File: src/rtl/fir_stim_gen.sv
// rtl/fir_stim_gen.sv - FIR BIST stimulus generator and MISR response compactor (optional drain timeout: FIR_STIM_TIMEOUT_EN)
module fir_stim_gen #(
  parameter int         N_SAMPLES = 64,
  parameter logic [7:0] LFSR_SEED = 8'hA5,
  parameter int         DRAIN_MAX = 32
) (
  input  logic        clk,
  input  logic        rst_n,
  input  logic        ena,
  input  logic        start,
  input  logic [1:0]  mode,
  output logic [7:0]  smp_out,
  output logic        smp_valid,
  input  logic        smp_ready,
  input  logic [7:0]  res_in,
  input  logic        res_valid,
  output logic        busy,
  output logic        done,
  output logic [15:0] signature,
  output logic [7:0]  res_count,
  output logic        timeout
);

  typedef enum logic [1:0] {S_IDLE, S_RUN, S_DRAIN, S_DONE} state_t;

  state_t      state, state_nxt;
  logic [1:0]  mode_q;
  logic [7:0]  idx;
  logic [7:0]  lfsr;
  logic [7:0]  lfsr_nxt;
  logic [15:0] misr_nxt;
  logic        start_take;
  logic        xfer;
  logic        last_xfer;
  logic        res_take;
  logic        drain_done;
  logic        drain_hit;

  // Every state change is qualified by ena so a low ena freezes the whole block.
  assign start_take = ena && (state == S_IDLE) && start;
  assign xfer       = ena && (state == S_RUN) && smp_ready;
  assign last_xfer  = xfer && (idx == 8'(N_SAMPLES - 1));
  assign res_take   = ena && res_valid && ((state == S_RUN) || (state == S_DRAIN));
  assign drain_done = int'(res_count) >= N_SAMPLES;

  assign lfsr_nxt = {lfsr[6:0], lfsr[7] ^ lfsr[5] ^ lfsr[4] ^ lfsr[3]};
  assign misr_nxt = {signature[14:0], signature[15] ^ signature[13] ^ signature[12] ^ signature[10]}
                    ^ {8'h00, res_in};

  // Status outputs decode the state register so a reset clears them at once.
  assign smp_valid = (state == S_RUN);
  assign busy      = (state == S_RUN) || (state == S_DRAIN);
  assign done      = (state == S_DONE);

  // Pattern mux; index and LFSR only move on a transfer, so a stalled sample is stable.
  always_comb begin
    smp_out = 8'h00;
    if (state == S_RUN) begin
      case (mode_q)
        2'b00:   smp_out = (idx == 8'h00) ? 8'h7F : 8'h00;
        2'b01:   smp_out = 8'h40;
        2'b10:   smp_out = lfsr;
        default: smp_out = idx;
      endcase
    end
  end

`ifdef FIR_STIM_TIMEOUT_EN
  localparam int DCW = $clog2(DRAIN_MAX + 1);

  logic [DCW-1:0] drain_cnt;
  logic           timeout_q;

  // Timeout fires on the last idle DRAIN cycle unless results complete the run first.
  assign drain_hit = ena && (state == S_DRAIN) && !res_take && !drain_done
                     && (drain_cnt == DCW'(DRAIN_MAX - 1));
  assign timeout   = timeout_q;

  // Drain idle counter and sticky timeout flag.
  always_ff @(posedge clk or negedge rst_n) begin
    if (!rst_n) begin
      drain_cnt <= '0;
      timeout_q <= 1'b0;
    end else if (ena) begin
      if (start_take)
        timeout_q <= 1'b0;
      else if (drain_hit)
        timeout_q <= 1'b1;
      if (last_xfer || res_take)
        drain_cnt <= '0;
      else if (state == S_DRAIN)
        drain_cnt <= drain_cnt + 1'b1;
    end
  end
`else
  // Without the timeout DRAIN only ends on results; this compare is constant 0.
  assign drain_hit = 1'b0;
  assign timeout   = (DRAIN_MAX < 0);
`endif

  // State register.
  always_ff @(posedge clk or negedge rst_n) begin
    if (!rst_n)
      state <= S_IDLE;
    else
      state <= state_nxt;
  end

  // Next-state logic; start is only honoured in IDLE.
  always_comb begin
    state_nxt = state;
    if (ena) begin
      case (state)
        S_IDLE:  if (start_take) state_nxt = S_RUN;
        S_RUN:   if (last_xfer) state_nxt = S_DRAIN;
        S_DRAIN: if (drain_done || drain_hit) state_nxt = S_DONE;
        default: state_nxt = S_IDLE;
      endcase
    end
  end

  // Run datapath: pattern state, MISR and saturating result counter.
  always_ff @(posedge clk or negedge rst_n) begin
    if (!rst_n) begin
      mode_q    <= 2'b00;
      idx       <= 8'h00;
      lfsr      <= LFSR_SEED;
      signature <= 16'h0000;
      res_count <= 8'h00;
    end else if (ena) begin
      if (start_take) begin
        mode_q    <= mode;
        idx       <= 8'h00;
        lfsr      <= LFSR_SEED;
        signature <= 16'h0000;
        res_count <= 8'h00;
      end else begin
        if (xfer) begin
          idx  <= idx + 8'h01;
          lfsr <= lfsr_nxt;
        end
        if (res_take) begin
          signature <= misr_nxt;
          if (res_count != 8'hFF)
            res_count <= res_count + 8'h01;
        end
      end
    end
  end

endmodule

File: config.mk
export PLATFORM = sky130hd
export DESIGN_NAME = fir_stim_gen
export DESIGN_NICKNAME = d
export VERILOG_FILES = /design/src/rtl/fir_stim_gen.sv
export SDC_FILE = /design/constraint.sdc
export NUM_CORES = 1
export LEC_CHECK = 0
export BUFFER_PORTS_ARGS = -buffer_cell sky130_fd_sc_hd__buf_2
export CORE_MARGIN = 3
export CORE_UTILIZATION = 40
export DETAILED_ROUTE_END_ITERATION = 16
export RECOVER_POWER = 100
export SYNTH_ARGS = -nofsm -noshare
export SYNTH_HDL_FRONTEND = slang
export SYNTH_SLANG_ARGS = --single-unit
File: constraint.sdc
create_clock -name clk -period 3.4 [get_ports clk]
set_input_delay 0.17 -clock clk [delete_from_list [all_inputs] [get_ports clk]]
set_output_delay 0.17 -clock clk [all_outputs]
set_load 0.02 [all_outputs]
==> impl_results.md <==
- Worst r2r dst: res_count[4]
- Vias in the first global route: 1,892
- DRT Wirelength: 5342 µm
- CTS tree: done
- Power Dens Cells: 697.4 nW/µm²
- All-layer global routing usage: 16.53%
- Largest stage delay on the critical path: 780 ps
- Synthesized Nets: 271
- Leak pwr: 1.194 nW
- CP max FO: 21
- Layout area overhead: 13.34%
- Initial antenna violation count: 0
- Final setup fails: 0
- Die area: 6867 µm²
- Cell Chain, Critical Path: inv_1 -> ha_1 -> and3_1 -> nor4_1 -> nor2_1 -> a311oi_1
- WP data arrival: 2760 ps
- Vias: 1,946
- Post-synth EDFFs: 0
- Worst-path clk slew: 80 ps
- Seq cells post-synth: 44
- Clk_skew: 7.905 ps
- Share of the synthesized area in the top cell type: 42.35%
- Core Area: 5608 µm²
- Die Height: 82.87 µm
- Failing checks: capacitance limit, slew limit
- Root Driver: clkbuf_8
- Tot Pwr: 1.868 mW
- Final hold violation count: 0
- Clock Tree Buf Depth: 2
- Fin Setup TNS: 0 ps
- Crit path from: state[0]
- Crit path capture: res_count[4]
- Critical-path top delay cell: nor4_1
- Num CTS Buffers: 5
- Post-cts repair resize count: 0
- Synthesized area: 2364 µm²
- First-pass GRT wire length: 9404 µm
- Sequential area share after synthesis: 46.80%
- Initial drt markers: 74
- Netlist cell types: 43
- Top cells by area, synth: dfrtp_1 (42%), nand2_1 (6.8%), a22o_1 (6.7%)
- Die X: 82.87 µm
- Site Rows: 27
- Initial Utilization: 42.15%
- DR DRC count: 0
- Drt pass-1 iters: 4
- Detailed-route wire length per cell: 14.64 µm
- Area leader, netlist: dfrtp_1
- Hold path depth: 3
- IO Port Bufs: 50
- Slew at the pin with the worst max-slew slack: 1623 ps
- Primary FF master, synth: dfrtp_1
- Final ANT Viol Nets: 0
- Crit path time final: 2563 ps
- Yosys warns: 0
- Outcome: finished with violations
- Skew-Pair Late Insertion Delay: 300 ps
- WS Path Type: flip-flop to flip-flop
- Req. time, crit path: 3600 ps
- Final Max Tran Viols: 32
- Hold buffers post-CTS: 1
- Worst R2R Start: state[0]
- Most numerous cell in the Yosys netlist: nand2_1
- Mean area per synthesized cell: 9.530 µm²
- Tcrit/Tclk final: 75.38%
- Final nets: 315
- Min Hold Slack: 64.12 ps
- Max-Slew Margin vs Limit: -8.179%
- RePlAce Congestion: 0.8234
- Pin count of the biggest net entering global routing: 32
- Hold Path Class: primary input to flip-flop
- Dpl hpwl: 3803 µm
- FF-to-FF path depth: 6
- Max Cap Viol: 1
- RSZ-0062 raised after global routing: no
- Max Fclk: 390.2 MHz
- Htree depth: 2
- Postcts setup bufs: 0
- CP Capture Type: flip-flop
- Flop-to-flop setup slack: 840 ps
- Vias/cell: 5.332
- Worst vdd ir: 0.3434 mV
- FFs w/ async S/R, synth: 100.0%
- Sink Count: 44
- Cell count after synthesis: 248
- Total gr overflow: 0
- Crit path launch type: flip-flop
- Layout cells sized above 1: 10.58%
- Top cells by count, synth: nand2_1 (43), dfrtp_1 (40), a22o_1 (18)
- I/O pin count: 52
- Antenna cells: 0
## layout by cell type, fill, tap and decap left out, drive strengths merged, types with 7 or more instances in the layout
master and count:
nand3 12, a22o 18, o21ai 12, dfrtp 40, ha 7, a21oi 16
clkbuf 41, xnor2 7, xor2 11, nor2 12, buf 16, nand2 43
## cells by family after synthesis
group                      after synthesis  share of synthesized area (%)
xor gates and xnor gates                18                          6.670
other                                    1                         0.1587
AOI/OAI and AO/OA                       60                          17.42
adders and majority gates                7                          3.705
DFF                                     44                          46.80
muxes                                    6                          2.700
and+or+nand+nor                         91                          18.63
buffers and inverters                   21                          3.917
## registers in the layout, indices dropped and copies added (netlist names)
| register | count |
|---|---|
| idx | 8 |
| lfsr | 8 |
| mode_q | 2 |
| res_count | 8 |
| signature | 16 |
| state | 2 |
## how the worst min path moves through the flow
stage / start / to / slack [ps]
global placement: rst_n / idx[5] / 90
CTS: mode[0] / mode_q[0] / 50
finish: mode[1] / mode_q[1] / 60
global route: mode[0] / mode_q[0] / 60
detailed placement: rst_n / idx[5] / 100
floorplan: rst_n / idx[0] / -130
## routing by layer
metal,share of wire (%),global-route usage (%),vias to the layer above
met1,49,23.30,936
met4,1.3,5.052,0
met3,4.5,3.770,5
met2,45,25.29,43
li1,-,-,962
met5,0,0,-
## metrics by stage
stage	worst slack, ps	std cells	util (%)	cell area [µm²]
final	837.1	365	47.77	2679
after global routing	487.1	365	47.77	2679
after CTS	1090	365	48.80	2736
after detailed placement	1106	356	47.10	2641
after global placement	1171	356	47.10	2641
after floorplan	1600	248	-	2364
## worst max-delay path: cells and delay by family (launching register included)
family          cells  cell delay, ps
buf+inv             1              90
fa+ha+maj           1             290
compound gates      1             300
simple gates        3            1400
flops               1             390
## where the power goes
group	internal (mW)	leakage (nW)	switching [mW]
combinational	0.264	0.590	0.421
sequential	0.675	0.562	0.180
clock	0.144	0.0412	0.184
total	1.08	1.19	0.785
## final cells by class
| cell class | count | area, µm² |
|---|---|---|
| Clock inverter | 2 | 12.51 |
| Clock buffer | 6 | 72.57 |
| Fill cell | 576 | 2929 |
| Timing Repair Buffer | 52 | 221.5 |
| Inverter | 6 | 22.52 |
| Tap cell | 72 | 90.09 |
| Multi-Input combinational cell | 183 | 1154 |
| Sequential cell | 44 | 1106 |
No activity file was read; power rests on OpenSTA's default activity.
